`src/rtl/mem_port_arbiter.sv`:
```
// Shares one external memory port between IF reads and MEM reads/writes.
// MEM has priority; a grant-streak limit guarantees IF still makes progress.
module mem_port_arbiter #(
    parameter int ADDR_W         = 32,
    parameter int DATA_W         = 32,
    parameter int MEM_STREAK_MAX = 4
) (
    input  logic                clk,
    input  logic                rst,

    input  logic                if_req_i,
    input  logic [ADDR_W-1:0]   if_addr_i,
    output logic                if_busy_o,
    output logic                if_done_o,
    output logic [DATA_W-1:0]   if_data_o,

    input  logic                mem_req_i,
    input  logic                mem_we_i,
    input  logic [ADDR_W-1:0]   mem_addr_i,
    input  logic [DATA_W-1:0]   mem_wdata_i,
    input  logic [DATA_W/8-1:0] mem_mask_i,
    output logic                mem_busy_o,
    output logic                mem_done_o,
    output logic [DATA_W-1:0]   mem_data_o,

    output logic                ext_req_o,
    output logic                ext_we_o,
    output logic [ADDR_W-1:0]   ext_addr_o,
    output logic [DATA_W-1:0]   ext_wdata_o,
    output logic [DATA_W/8-1:0] ext_mask_o,
    input  logic                ext_ack_i,
    input  logic [DATA_W-1:0]   ext_rdata_i
);

    localparam int STREAK_W = $clog2(MEM_STREAK_MAX + 1);

    // state     | meaning
    // IDLE      | port free; arbitrate on the next edge
    // SERVE_IF  | port carries an IF read, waiting for ext_ack_i
    // SERVE_MEM | port carries a MEM read or write, waiting for ext_ack_i
    localparam logic [1:0] IDLE      = 2'd0;
    localparam logic [1:0] SERVE_IF  = 2'd1;
    localparam logic [1:0] SERVE_MEM = 2'd2;

    logic [1:0]          state;
    logic [STREAK_W-1:0] streak;
    logic                streak_full;
    logic                grant_mem;
    logic                grant_if;

    assign streak_full = (streak == STREAK_W'(MEM_STREAK_MAX));

    // MEM wins ties unless it has already held the port MEM_STREAK_MAX times while IF waited.
    assign grant_mem = (state == IDLE) && mem_req_i && !(if_req_i && streak_full);
    assign grant_if  = (state == IDLE) && !grant_mem && if_req_i;

    always_ff @(posedge clk) begin
        if (rst) begin
            state  <= IDLE;
            streak <= '0;
        end else begin
            case (state)
                IDLE: begin
                    if (grant_mem) begin
                        state <= SERVE_MEM;
                        if (!if_req_i) begin
                            streak <= '0;
                        end else if (!streak_full) begin
                            streak <= streak + 1'b1;
                        end
                    end else if (grant_if) begin
                        state  <= SERVE_IF;
                        streak <= '0;
                    end
                end
                SERVE_IF, SERVE_MEM: begin
                    if (ext_ack_i) begin
                        state <= IDLE;
                    end
                end
                default: state <= IDLE;
            endcase
        end
    end

    // Downstream request fields are captured at the grant and held until the ack.
    always_ff @(posedge clk) begin
        if (rst) begin
            ext_req_o   <= 1'b0;
            ext_we_o    <= 1'b0;
            ext_addr_o  <= '0;
            ext_wdata_o <= '0;
            ext_mask_o  <= '0;
        end else if (grant_mem) begin
            ext_req_o   <= 1'b1;
            ext_we_o    <= mem_we_i;
            ext_addr_o  <= mem_addr_i;
            ext_wdata_o <= mem_wdata_i;
            ext_mask_o  <= mem_mask_i;
        end else if (grant_if) begin
            ext_req_o   <= 1'b1;
            ext_we_o    <= 1'b0;
            ext_addr_o  <= if_addr_i;
            ext_wdata_o <= '0;
            ext_mask_o  <= '1;
        end else if ((state != IDLE) && ext_ack_i) begin
            ext_req_o   <= 1'b0;
        end
    end

    always_ff @(posedge clk) begin
        if (rst) begin
            if_done_o  <= 1'b0;
            mem_done_o <= 1'b0;
            if_data_o  <= '0;
            mem_data_o <= '0;
        end else begin
            if_done_o  <= (state == SERVE_IF)  && ext_ack_i;
            mem_done_o <= (state == SERVE_MEM) && ext_ack_i;
            if ((state == SERVE_IF) && ext_ack_i) begin
                if_data_o <= ext_rdata_i;
            end
            if ((state == SERVE_MEM) && ext_ack_i && !ext_we_o) begin
                mem_data_o <= ext_rdata_i;
            end
        end
    end

    // Gated by rst so the busy flags read 0 while reset is held.
    assign if_busy_o  = if_req_i  & ~if_done_o  & ~rst;
    assign mem_busy_o = mem_req_i & ~mem_done_o & ~rst;

endmodule
```
`config.mk`:
```
export PLATFORM = sky130hd
export DESIGN_NAME = mem_port_arbiter
export DESIGN_NICKNAME = d
export VERILOG_FILES = /design/src/rtl/mem_port_arbiter.sv
export SDC_FILE = /design/constraint.sdc
export NUM_CORES = 1
export LEC_CHECK = 0
export BUFFER_PORTS_ARGS = -buffer_cell sky130_fd_sc_hd__buf_2
export CORE_MARGIN = 2
export CORE_UTILIZATION = 45
export CTS_CLUSTER_DIAMETER = 100
export DETAILED_ROUTE_END_ITERATION = 10
export GPL_TIMING_DRIVEN = 0
export PLACE_DENSITY = 0.78
export SLEW_MARGIN = 20
export SYNTH_ARGS = -nofsm -noshare
export SYNTH_HDL_FRONTEND = slang
export SYNTH_SLANG_ARGS = --single-unit
export TNS_END_PERCENT = 20
```
`constraint.sdc`:
```
create_clock -name clk -period 3.5 [get_ports clk]
set_input_delay 0.35 -clock clk [delete_from_list [all_inputs] [get_ports clk]]
set_output_delay 0.35 -clock clk [all_outputs]
set_load 0.1 [all_outputs]
```
After elaboration in Yosys (flattened, before gate mapping)
Cells that the tools add are included.

Add/subtract/negate cells: 1. Eq/ne operators: 6. Muxes and demuxes: 19. Bitwise logic cells: 7. Reduce and logical (&&, ||, !) cells: 19.

Operators by type and width (count): 32-bit 2-to-1 mux (4); 3-bit 2-to-1 mux (4); 1-bit logical AND (9); 4-bit 2-to-1 mux (2); 2-bit 2-to-1 mux (3); 3-bit != test, second input constant (2); 1-bit 2-to-1 mux (5); 1-bit bitwise AND (4); 2-bit one-hot mux with 2 select lines (1); 2-bit nonzero test (2); 3-bit by 1-bit adder with 3-bit output, second input constant (1); 3-bit == test, second input constant (1); 1-bit zero test (3); 1-bit NOT (3); 3-bit AND reduction (1); 3-bit nonzero test (1); 2-bit by 1-bit == test with 1-bit output, second input constant (1); 2-bit == test, second input constant (1); 2-bit zero test (1); 2-bit != test, second input constant (1); 2-bit AND reduction (1); 2-bit OR reduction (1).

Register bits after elaboration: 141. Output and inout port bits: 138.

Logic depth before layout (Yosys ltp)
Depth in word-level cells: 10. Depth in mapped cells: 9. Depth with buffers taken out: 5.

Worst setup path before layout
Ideal clock, no wire load.

Path type: reg2out. From: register if_done_o. To: output port if_busy_o. Data arrival time: 2991 ps. Slack: 159 ps. Stages on the path, launching flop included: 2. Path buffers: 0. Path through: dfxtp_1 > nor3b_1.

Word-level cells in the longest chain between the ends: 3.

Ends and longest elaborated chain: start, declared (RTL line 14) `output logic if_done_o,`; start signal, assigned (RTL line 118) `if_done_o <= (state == SERVE_IF) && ext_ack_i;`; 1-bit NOT (RTL line 130) `assign if_busy_o = if_req_i & ~if_done_o & ~rst;`; 1-bit bitwise AND (2 in a row) (RTL line 130); end, declared (RTL line 13) `output logic if_busy_o,`.

Every way passes these cells.

Final worst setup path
From: input port rst. To: output port if_busy_o.

Word-level cells in the longest chain between the ends: 2.

Ends and longest elaborated chain: start, declared (RTL line 9) `input logic rst,`; 1-bit NOT (RTL line 130); 1-bit bitwise AND (RTL line 130).

Every way passes these cells.

==> impl_metrics.tcl <==
set metrics [dict create \
    rrSetupSlack_ns 1.66 \
    core_area_um2 11910 \
    numCtsBuffers 17 \
    drtAntennaViolNets 0 \
    drtIter0Drc 445 \
    peakVddDrop_uv 423.4 \
    syn_inst 649 \
    ys_seq_area_frac 0.5192 \
    crit_path_start_kind "input pin" \
    nFillCells 1075 \
    vias 5884 \
    die-height_um 113.9 \
    end_kind "primary output" \
    cts-root-buf "clkbuf_16" \
    synth_top_area_frac 0.5192 \
    r2r-end "ext_addr_o[22]" \
    synth_seq_cells 141 \
    slew_headroom 0.5876 \
    cts_tree "done" \
    p_comb_frac 0.331 \
    die_w_um 113.9 \
    fin_nets 1084 \
    synthMuxAreaShare 0 \
    cp_data_required_time_ns 3.15 \
    startpoint "rst" \
    maxCapViolations 0 \
    ioPinCount 276 \
    max_freq_mhz 541.2 \
    grt_max_degree 17 \
    netlist_top_cells_area "dfxtp_1 52%, nand2_1 9.3%, a21oi_1 6.4%" \
    drive_gt1_frac 0.3599 \
    grt_pass1_wl_um 26700 \
    r2r-start "state[0]" \
    intPower_mw 3.246 \
    finalPower_mw 5.462 \
    outcome "completed" \
    p_sw_frac 0.4058 \
    rows 40 \
    synthAdderAreaFrac 0.01151 \
    cts_max_level 4 \
    whs_ns 0.1698 \
    drt-total-wl_um 17310 \
    ctsResizeCount 0 \
    dieArea_um2 12980 \
    portBuffers 273 \
    synth_area_um2 5436 \
    synth_nets 792 \
    synthSimpleGateAreaFrac 0.1970 \
    dpl.cell_count 1069 \
    synth_top_family_by_area "compound AO/OA/AOI/OAI gates" \
    clkTransAtPathRegs_ns 0.06 \
    avgSynthCellArea_um2 8.377 \
    wl_per_cell_um 15.72 \
    min-delay-start "ext_rdata_i[0]" \
    yosys_warnings 0 \
    grt-ovfl-total 0 \
    synth_cell_type_count 30 \
    place_hpwl_um 12690 \
    synthXorXnorAreaFrac 0 \
    grt_pass1_vias 5334 \
    hold_path_class "in2reg" \
    drtPass1Iterations 5 \
    leakagePower_nw 3.476 \
    clock_sinks 141 \
    slew_violations 0 \
    switchingPower_mw 2.217 \
    worstPathMaxFanout 10 \
    syn2layout_area_growth_pct 39.59 \
    antenna_found_initial 1 \
    clk-insertion-delay-late_ns 0.42 \
    tightestPinTransition_ns 0.6186 \
    start_util 0.4564 \
    grt_usage 0.2605 \
    seqPwrFrac 0.335 \
    powerDensity_nw_per_um2 719.8 \
    layout_min_cycle_time_ns 1.848 \
    finalCritPeriodShare 0.5279 \
    clock_path_buffers 2 \
    min_path_cells 3 \
    min_to "if_data_o[0]" \
    tns_ns 0 \
    crit_arrival_ns 1.50 \
    rsz0062_at_grt "no" \
    via_per_inst 5.344 \
    synth_top_area_cell "dfxtp_1" \
    holdBufCountCts 0 \
    synth-compound-area-share 0.2076 \
    power_frac_clock 0.334 \
    post-route-drc-count 0 \
    gp_congestion 0.8729 \
    hold_viol 0 \
    critPathKind "in2out" \
    reg2regPathDepth 7 \
    cts_setup_buffers 0 \
    setup_viol 0 \
    stdcell_count 1101 \
    fin_skew_ns 0.007612 \
]
[area by class of cell]
| class | count | area [um^2] | area share |
|---|---|---|---|
| Sequential cell | 141 | 2823 | 0.3720 |
| Multi-Input combinational cell | 439 | 2262 | 0.2981 |
| Timing Repair Buffer | 273 | 1366 | 0.1800 |
| Clock buffer | 20 | 456.7 | 0.06018 |
| Buffer | 64 | 332.8 | 0.04386 |
| Tap cell | 147 | 183.9 | 0.02424 |
| Clock inverter | 11 | 142.6 | 0.01880 |
| Inverter | 5 | 18.77 | 0.002473 |
| Antenna cell | 1 | 2.502 | 0.0003298 |
[layer usage]
metal / GRT usage / wire length [um] / vias to the layer above
li1: - / - / 2867
met5: 0 / 0 / -
met2: 0.4112 / 8047 / 263
met4: 0.1415 / 698 / 0
met1: 0.3248 / 7383 / 2698
met3: 0.07067 / 1183 / 56
[kinds of logic (layout without fill, tap and decap cells)]
family / after synthesis / in the layout
simple gates: 260 / 260
flops: 141 / 141
fa+ha+maj: 5 / 5
compound gates: 174 / 174
other cells: 0 / 1
buf+inv: 69 / 373
[sequential cells by signal, summed over array words and instances (netlist names)]
name         cells
ext_wdata_o     32
ext_mask_o       4
ext_req_o        1
ext_addr_o      32
mem_data_o      32
ext_we_o         1
if_data_o       32
state            2
streak           3
mem_done_o       1
if_done_o        1
[synthesized netlist by cell type]
master    instances
nand3_1          34
and2_1            2
o21ai_1           6
buf_6             3
inv_1             5
nand2_1         134
o21a_1            1
nand4_1           2
nand3b_1          1
buf_1             3
buf_4            10
o21ai_2           1
o211ai_1          1
clkbuf_2          2
buf_2            24
nor3b_1           3
and3_1            1
dfxtp_1         141
a21o_1            1
and3b_1           2
o21ai_0          28
a211oi_1          1
a32oi_1          33
nor3_1            8
a21oi_1          70
a311oi_1         32
nor2_1           71
ha_1              5
clkbuf_1         22
nand2b_1          2
[power groups by stage]
stage	Sequential [mW]	Combinational, mW	Clock, mW
finish	1.83	1.81	1.82
detailed placement	1.86	1.80	0
floorplan	2.87	0.435	0
global placement	1.86	1.80	0
CTS	1.83	1.81	1.84
global route	1.84	1.90	1.91
[critical path, cell delays in order]
cell and delay (ns):
buf_2 0.17, clkbuf_1 0.27, nor3b_1 0.24, buf_2 0.46
[placed cells by master (no fill, tap or decap), drive strengths merged, types with 3 or more instances in the layout]
cell type / count
nor3: 8
inv: 5
buf: 313
clkbuf: 44
nand2: 134
a311oi: 32
clkinv: 6
nor3b: 3
nand3: 34
bufinv: 3
ha: 5
a21oi: 70
nor2: 71
a32oi: 33
dfxtp: 141
o21ai: 35
[metrics by stage]
| stage | instance area [um^2] | setup slack [ns] | utilization |
|---|---|---|---|
| 6_report | 7589 | 1.652 | 0.6371 |
| 5_1_grt | 7589 | 1.520 | 0.6371 |
| 4_1_cts | 7586 | 1.629 | 0.6369 |
| 3_5_place_dp | 6987 | 1.635 | 0.5866 |
| 3_3_place_gp | 6987 | 1.642 | 0.5866 |
| 2_1_floorplan | 5436 | 0.1589 | - |
[worst max path at each step]
stage	to	slack [ns]	cells past startpoint
after global placement	if_busy_o	1.64	4
after CTS	if_busy_o	1.63	4
final	if_busy_o	1.65	4
after floorplan	if_busy_o	0.16	1
after global routing	ext_addr_o[7]	1.52	7
after detailed placement	if_busy_o	1.64	4
No activity file was read; power rests on OpenSTA's default activity.
